`config.mk`:
```
export PLATFORM = sky130hd
export DESIGN_NAME = axi_burst_counter_master
export DESIGN_NICKNAME = d
export VERILOG_FILES = /design/src/rtl/axi_burst_counter_master.sv
export SDC_FILE = /design/constraint.sdc
export NUM_CORES = 1
export LEC_CHECK = 0
export ABC_CLOCK_PERIOD_IN_PS = 4900
export CORE_UTILIZATION = 48
export DETAILED_ROUTE_END_ITERATION = 8
export PLACE_DENSITY = 0.76
export SETUP_SLACK_MARGIN = 0.15
export SLEW_MARGIN = 15
export SYNTH_ARGS = -nofsm -noshare
export SYNTH_HDL_FRONTEND = slang
export SYNTH_SLANG_ARGS = --single-unit
```
`constraint.sdc`:
```
create_clock -name clk -period 4.9 [get_ports clk]
set_input_delay 0.98 -clock clk [delete_from_list [all_inputs] [get_ports clk]]
set_output_delay 0.98 -clock clk [all_outputs]
set_load 0.05 [all_outputs]
```
`src/rtl/axi_burst_counter_master.sv`:
```
// AXI4 write master that fills a memory region with a counter sequence,
// split into INCR bursts of at most MAX_BURST_LEN beats that never cross a 4 KB page.
module axi_burst_counter_master #(
  parameter int DATA_WIDTH    = 32,
  parameter int ADDR_WIDTH    = 32,
  parameter int ID_WIDTH      = 4,
  parameter int MAX_BURST_LEN = 16
) (
  input  logic                    clk,
  input  logic                    areset,
  input  logic [ADDR_WIDTH-1:0]   cfg_addr_i,
  input  logic [31:0]             cfg_bytes_i,
  input  logic [DATA_WIDTH-1:0]   cfg_init_i,
  input  logic [DATA_WIDTH-1:0]   cfg_incr_i,
  input  logic                    start_i,
  output logic                    busy_o,
  output logic                    done_o,
  output logic [1:0]              status_o,
  output logic [ID_WIDTH-1:0]     awid_o,
  output logic [ADDR_WIDTH-1:0]   awaddr_o,
  output logic [7:0]              awlen_o,
  output logic [2:0]              awsize_o,
  output logic [1:0]              awburst_o,
  output logic                    awvalid_o,
  input  logic                    awready_i,
  output logic [DATA_WIDTH-1:0]   wdata_o,
  output logic [DATA_WIDTH/8-1:0] wstrb_o,
  output logic                    wlast_o,
  output logic                    wvalid_o,
  input  logic                    wready_i,
  input  logic [ID_WIDTH-1:0]     bid_i,
  input  logic [1:0]              bresp_i,
  input  logic                    bvalid_i,
  output logic                    bready_o,
  output logic [2:0]              dbg_state_o
);

  localparam int BYTES = DATA_WIDTH / 8;
  localparam int SIZE  = $clog2(BYTES);

  typedef enum logic [2:0] {IDLE, ADDR, DATA, RESP, DONE} state_t;

  state_t                state;
  logic [31:0]           rem_q;
  logic [DATA_WIDTH-1:0] incr_q;
  logic [DATA_WIDTH-1:0] cnt_q;
  logic [7:0]            beat_q;
  logic [8:0]            len_q;
  logic [1:0]            status_q;
  logic [ID_WIDTH-1:0]   awid_q;
  logic [ADDR_WIDTH-1:0] awaddr_q;
  logic [7:0]            awlen_q;

  // Beats that fit: remaining work, burst cap, and room left in the current 4 KB page.
  function automatic logic [8:0] calc_len(input logic [11:0] off, input logic [31:0] rem);
    logic [31:0] page;
    logic [31:0] lim;
    page = (32'd4096 - 32'(off)) >> SIZE;
    lim  = rem;
    if (lim > 32'(MAX_BURST_LEN)) lim = 32'(MAX_BURST_LEN);
    if (lim > page) lim = page;
    return 9'(lim);
  endfunction

  logic [ADDR_WIDTH-1:0] start_addr;
  logic [31:0]           start_beats;
  logic [8:0]            start_len;
  logic [ADDR_WIDTH-1:0] next_addr;
  logic [31:0]           next_rem;
  logic [8:0]            next_len;

  assign start_addr  = cfg_addr_i & ~ADDR_WIDTH'(BYTES - 1);
  assign start_beats = cfg_bytes_i >> SIZE;
  assign start_len   = calc_len(start_addr[11:0], start_beats);
  assign next_addr   = awaddr_q + (ADDR_WIDTH'(len_q) << SIZE);
  assign next_rem    = rem_q - 32'(len_q);
  assign next_len    = calc_len(next_addr[11:0], next_rem);

  always_ff @(posedge clk or negedge areset) begin
    if (!areset) begin
      state    <= IDLE;
      rem_q    <= '0;
      incr_q   <= '0;
      cnt_q    <= '0;
      beat_q   <= '0;
      len_q    <= '0;
      status_q <= '0;
      awid_q   <= '0;
      awaddr_q <= '0;
      awlen_q  <= '0;
    end else begin
      case (state)
        IDLE: if (start_i) begin
          rem_q    <= start_beats;
          incr_q   <= cfg_incr_i;
          cnt_q    <= cfg_init_i;
          status_q <= 2'b00;
          if (start_beats == 32'd0) begin
            state <= DONE;
          end else begin
            awaddr_q <= start_addr;
            awlen_q  <= 8'(start_len - 9'd1);
            len_q    <= start_len;
            beat_q   <= '0;
            state    <= ADDR;
          end
        end
        ADDR: if (awready_i) state <= DATA;
        DATA: if (wready_i) begin
          cnt_q  <= cnt_q + incr_q;
          beat_q <= beat_q + 8'd1;
          if (beat_q == awlen_q) state <= RESP;
        end
        RESP: if (bvalid_i) begin
          status_q <= bresp_i;
          rem_q    <= next_rem;
          // Any non-OKAY response stops the transfer without issuing further bursts.
          if (bresp_i != 2'b00 || next_rem == 32'd0) begin
            state <= DONE;
          end else begin
            awaddr_q <= next_addr;
            awlen_q  <= 8'(next_len - 9'd1);
            len_q    <= next_len;
            beat_q   <= '0;
            state    <= ADDR;
          end
        end
        DONE: begin
          awid_q <= awid_q + 1'b1;
          state  <= IDLE;
        end
        default: state <= IDLE;
      endcase
    end
  end

  // Every channel uses AXI valid/ready: a transfer happens on a rising clk edge where
  // both are high; once raised, valid and its payload hold until that edge.
  assign busy_o      = (state != IDLE);
  assign done_o      = (state == DONE);
  assign awvalid_o   = (state == ADDR);
  assign wvalid_o    = (state == DATA);
  assign bready_o    = (state == RESP);
  assign wlast_o     = (beat_q == awlen_q) && wvalid_o;
  assign wdata_o     = cnt_q;
  assign wstrb_o     = '1;
  assign awsize_o    = 3'(SIZE);
  assign awburst_o   = 2'b01;
  assign awid_o      = awid_q;
  assign awaddr_o    = awaddr_q;
  assign awlen_o     = awlen_q;
  assign status_o    = status_q;
  assign dbg_state_o = state;

  wire unused_bid = ^bid_i;

endmodule

```
### Yosys cells after proc, flatten, opt, wreduce, memory -nomap -nowiden

Cells that the tools add are included.

| operators by class | value |
|---|---|
| $mul | 0 |
| muxes and demuxes | 42 |
| equal/unequal tests | 12 |
| shift-type cells | 0 |
| bitwise gates (word level) | 0 |
| magnitude comparators | 4 |
| reduce and logical (&&, ||, !) cells | 16 |
| $add $sub $neg | 9 |
| div/mod/pow operators | 0 |

Operator list:

| kind | number |
|---|---|
| $mux 32 | 9 |
| $pmux 32 s2 | 3 |
| $mux 8 | 9 |
| $logic_not 32->1 | 2 |
| $mux 9 | 6 |
| $add 32x11->32 | 1 |
| $add 32x32->32 | 1 |
| $gt 32x30->1 | 1 |
| $gt 32x5->1 const B | 1 |
| $sub 32x9->32 | 1 |
| $gt 30x30->1 | 1 |
| $gt 30x5->1 const B | 1 |
| $mux 30 | 1 |
| $sub 13x12->14 const A | 2 |
| $pmux 8 s3 | 1 |
| $mux 3 | 7 |
| $pmux 9 s2 | 1 |
| $pmux 8 s2 | 1 |
| $sub 8x1->8 const B | 2 |
| $pmux 3 s4 | 1 |
| $reduce_and 5->1 | 2 |
| $add 8x1->8 const B | 1 |
| $eq 8x8->1 | 1 |
| $ne 2x2->1 const B | 4 |
| other kinds (15) | 23 |

| storage, ports and cells | value |
|---|---|
| RAM bits | 0 |
| bits in latches | 0 |
| word-level logic and storage cells | 93 |
| input port bits | 140 |
| output and inout port bits | 96 |
| memories | 0 |
| bits in read-only memories | 0 |
| register bits after elaboration | 162 |

### Depth between registers and ports, before layout

| logic depth | value |
|---|---|
| depth in word-level cells | 9 |
| depth in mapped cells | 25 |
| mapped depth without buffers | 25 |

### Worst setup path after synthesis

Ideal clock, no wire load.

| timing | value |
|---|---|
| path kind | register to register |
| start point | register rem_q[17] |
| end point | register awlen_q[6] (netlist: awlen_o[6]) |
| setup slack | -487 ps |
| data required time | 4,771 ps |
| arrival time | 5,258 ps |
| period minus slack after synthesis | 5,387 ps |
| buffers on the path | 2 |
| setup time | 129 ps |
| cell stages (with the launch flop) | 24 |
| cell sequence | dfrtp_1 or4_4 buf_6 or4_1 clkbuf_2 or4_1 o211a_1 nor3_2 and4_4 nand3_4 or2_2 ha_1 nand2b_1 a21oi_1 o21ai_0 a21o_1 a21oi_1 inv_1 a31oi_1 ha_1 nor3b_1 nand4_1 xnor2_1 o21ai_1 |

| between the ends | value |
|---|---|
| cells in the longest elaborated chain, start to end | 9 |
| elaborated cells between the ends (all ways) | 13 |
| classes of those cells | add/sub: 2; order compare: 2; eq/ne: 1; mux: 5; reduce/logical: 3 |

Ends and longest elaborated chain:

| what | RTL line | source |
|---|---|---|
| from (decl) | 44 | `logic [31:0] rem_q;` |
| from (signal assigned) | 94 | `rem_q <= start_beats;` |
| from (signal assigned) | 116 | `rem_q <= next_rem;` |
| $sub 32x9->32 * | 76 | `assign next_rem = rem_q - 32'(len_q);` |
| $gt 32x5->1 | 60 | `if (lim > 32'(MAX_BURST_LEN)) lim = 32'(MAX_BURST_LEN);` |
| $mux 32 | 60 |  |
| $gt 32x30->1 | 61 | `if (lim > page) lim = page;` |
| $mux 9 | 61 |  |
| $sub 8x1->8 | 122 | `awlen_q <= 8'(next_len - 9'd1);` |
| $mux 8 | 118 | `if (bresp_i != 2'b00 \|\| next_rem == 32'd0) begin` |
| $mux 8 | 114 | `RESP: if (bvalid_i) begin` |
| $pmux 8 s2 | 92 | `case (state)` |
| to (signal assigned) | 102 | `awlen_q <= 8'(start_len - 9'd1);` |
| to (signal assigned) | 122 |  |
| to (decl) | 52 | `logic [7:0] awlen_q;` |

Mark *: on every way between the ends. The rest lies on a longest branch, timed or not. The select of a mux whose other input is x is not followed.
A chain may end at the register's enable or synchronous reset.

### Worst setup path after layout

| timing | value |
|---|---|
| start point | register rem_q[18] |
| end point | register awlen_q[6] (netlist: awlen_o[6]) |

The elaborated chain is that of the path after synthesis.

==> metrics.md <==
| Metric | Value |
|---|---|
| Worst R2R Path Depth | `21` |
| Post-route ant nets | `0` |
| Drt first pass iters | `5` |
| Max Root-Sink Buffers | `2` |
| Synth Flop Type | `dfrtp_1` |
| Avg Cell Area, Syn | `7.93 µm²` |
| Multi-input gate area | `0.00766 mm²` |
| Count of final setup violators | `5` |
| Failing checks | `negative setup slack` |
| RePlAce Congestion | `0.935` |
| Clock Skew | `0.0132 ns` |
| Hold_sp | `awid_o[3]$_DFFE_PN0P_` |
| Final period utilization | `103%` |
| Worst Hold Path EP | `awid_o[3]$_DFFE_PN0P_` |
| Mapped Area | `0.0119 mm²` |
| Worst Path Max Fanout | `7` |
| Critical Path Start Type | `register` |
| RR Startpoint | `rem_q[18]$_DFFE_PN0P_` |
| Avg Vias per Cell | `5.81` |
| H-tree Lvls | `4` |
| Placed wire-length estimate | `29000 µm` |
| CP Buf/Inv Count | `0` |
| Finished Cell Area | `0.0161 mm²` |
| Global-route wire length before repair | `62400 µm` |
| Async SR Flop Fraction | `100%` |
| Gate Count Post-Synth | `1496` |
| FF+latch count, synth | `160` |
| R2r setup slk | `-0.16 ns` |
| Hold path depth | `1` |
| Pwr Total | `13.9 mW` |
| Pin count of the biggest net entering global routing | `109` |
| Clock sinks | `160` |
| Leak Pwr | `7.14 nW` |
| Fillers | `2041` |
| Num CTS Buffers | `17` |
| Die Y | `159 µm` |
| Die Area | `0.0253 mm²` |
| CP max stage cell | `or4_4` |
| Worst slew margin relative to its limit | `24.1%` |
| Layout Nets | `2039` |
| CTS root buf | `clkbuf_16` |
| Setup WS post-layout | `-0.156 ns` |
| Fin util | `66.4%` |
| Ant. Diodes | `0` |
| Crit path capture type | `register` |
| Drt drc | `0` |
| Class of the worst hold path | `reg2reg` |
| Peak VDD IR | `674 µV` |
| Layout cells sized above 1 | `13.4%` |
| Total grt overflow | `0` |
| Fin. max-slew vios | `0` |
| Critical Path Start | `rem_q[18]$_DFFE_PN0P_` |
| I/O Buffers | `216` |
| Top Ports | `236` |
| Initial Util | `48.9%` |
| EDFF count, synth | `0` |
| Worst-path clk slew | `0.07 ns` |
| Skew-Pair Late Insertion Delay | `0.44 ns` |
| Class of the most critical setup path | `reg2reg` |
| Slew @ Worst Pin | `1.12 ns` |
| Initial antenna violation count | `0` |
| Vias in the first global route | `12100` |
| CP Data Required Time | `5.21 ns` |
| Die width | `159 µm` |
| Rows | `57` |
| Register Area | `0.00401 mm²` |
| Via Count | `12500` |
| RSZ-0062 raised after global routing | `yes` |
| Highest cell delay on the worst timing path | `0.57 ns` |
| Post-CTS Hold Fix Bufs | `0` |
| Max-cap violations | `0` |
| Synth Warn # | `0` |
| Core area | `0.0242 mm²` |
| Largest delay share family, worst path | `simple AND/OR/NAND/NOR gates` |
| Fin. Hold Viols | `0` |
| DR iter-0 viols | `952` |
| Arrival time at the worst endpoint | `5.37 ns` |
| Placed cell areas | `0.0153 mm²` |
| Final worst path period need | `5.06 ns` |
| Total Routing Usage GR | `30.4%` |
| WL/cell | `17.9 µm` |
| CTS tree | `done` |
| Distinct cells, synth | `82` |
| Fraction of the yosys area taken by sequential cells | `33.7%` |
| Worst r2r dst | `awlen_o[6]$_DFFE_PN0P_` |
| Fmax | `0.198 GHz` |
| Crit path cell chain | `or4_4 > or4_4 > or3_4 > o211a_1 > nor3_2 > and4_4 > nand3_4 > or2_4 > ha_4 > nand2b_4 > a21oi_2 > o21ai_1 > a21o_1 > a21oi_4 > o31a_1 > o21a_1 > ha_4 > nor3b_4 > nand4_1 > xnor2_1 > o21ai_1` |
| PwrDens | `861 mW/mm²` |
| Routed WL | `38700 µm` |
| Area growth syn-to-layout | `35.8%` |
| TNS Setup | `-0.606 ns` |
| Status | `finished, violations left` |
[synthesized netlist by cell type (14+ instances only)]
master,n,area share (%)
nor4_1,20,1.1
o21ai_0,102,4.3
a211oi_1,17,1.1
o21a_1,15,0.95
a21o_1,27,1.7
inv_1,47,1.5
ha_1,77,8.1
nand4_1,19,1.0
o22ai_1,14,0.74
nand2_1,247,7.8
a21oi_1,149,6.3
a31oi_1,22,1.2
xor2_1,34,2.5
nor3_1,30,1.3
clkbuf_1,63,2.0
nor2_1,138,4.4
dfrtp_1,160,34
nand3_1,32,1.3
xnor2_1,37,2.7
[power breakdown]
group          internal [mW]  switching [mW]
logic                   3.90            6.11
registers               1.97           0.590
clock network          0.680           0.626
total                   6.55            7.32
[registers in the layout, indices dropped and copies added (netlist names)]
| signal | cells |
|---|---|
| len_q | 9 |
| rem_q | 32 |
| dbg_state_o | 3 |
| wdata_o | 32 |
| awaddr_o | 30 |
| beat_q | 8 |
| awlen_o | 8 |
| status_o | 2 |
| awid_o | 4 |
| incr_q | 32 |
[cells by family after synthesis]
kind of cell / Yosys count / share of synthesized area (%)
simple gates: 587 / 23.0
compound gates: 454 / 23.7
flops: 160 / 33.7
other cells: 2 / 0.0633
fa+ha+maj: 80 / 8.63
xor+xnor: 71 / 5.24
mux: 11 / 0.960
buf+inv: 131 / 4.66
[layer usage]
layer  vias up  GRT usage, %  wire, µm
met5         -             0         0
met3        76          5.81      2730
met2       468          49.7     18100
li1       6004             -         -
met1      5984          40.4     16700
met4         0          10.4      1130
[stage by stage]
| step | setup WS [ns] | cells | hold slack (ns) |
|---|---|---|---|
| 3_5_place_dp | -0.275 | 2113 | 0.467 |
| 3_3_place_gp | -0.194 | 2113 | 0.463 |
| 6_report | -0.156 | 2156 | 0.482 |
| 2_1_floorplan | 0.0286 | 1517 | 0.450 |
| 5_1_grt | -0.356 | 2156 | 0.506 |
| 4_1_cts | -0.107 | 2150 | 0.484 |
[final cells by class]
| type | instances | share of cell area, % |
|---|---|---|
| sequential | 160 | 24.9 |
| clock inverter | 14 | 0.738 |
| timing repair buffer | 366 | 20.5 |
| inverter | 48 | 1.12 |
| clock buffer | 18 | 2.73 |
| multi-input combinational | 1226 | 47.5 |
| tap | 324 | 2.52 |
[placed cells by master, fill, tap and decap left out, types with 27 or more instances in the layout]
cell type / instances
nand2_1: 246
clkdlybuf4s50_1: 215
nor3_1: 29
ha_1: 73
nand3_1: 32
o21ai_0: 97
nor2_1: 133
a21oi_1: 144
dfrtp_1: 158
a21o_1: 27
xor2_1: 33
xnor2_1: 37
inv_1: 46
buf_4: 148
[worst max path at each step]
stage,depth (start not counted),to,slack (ns)
2_1_floorplan,23,awlen_o[6]$_DFFE_PN0P_,0.03
3_3_place_gp,21,awlen_o[6]$_DFFE_PN0P_,-0.19
3_5_place_dp,21,awlen_o[6]$_DFFE_PN0P_,-0.28
4_1_cts,21,awlen_o[6]$_DFFE_PN0P_,-0.11
5_1_grt,21,awlen_o[4]$_DFFE_PN0P_,-0.36
6_report,21,awlen_o[6]$_DFFE_PN0P_,-0.16
[what timing repair did]
action,4_1_cts,5_1_grt
pin swaps,16,20
buffers inserted,5,6
resized for setup,9,27
setup endpoints to repair,9,15
Note: power is estimated with default switching activity, not from simulation.
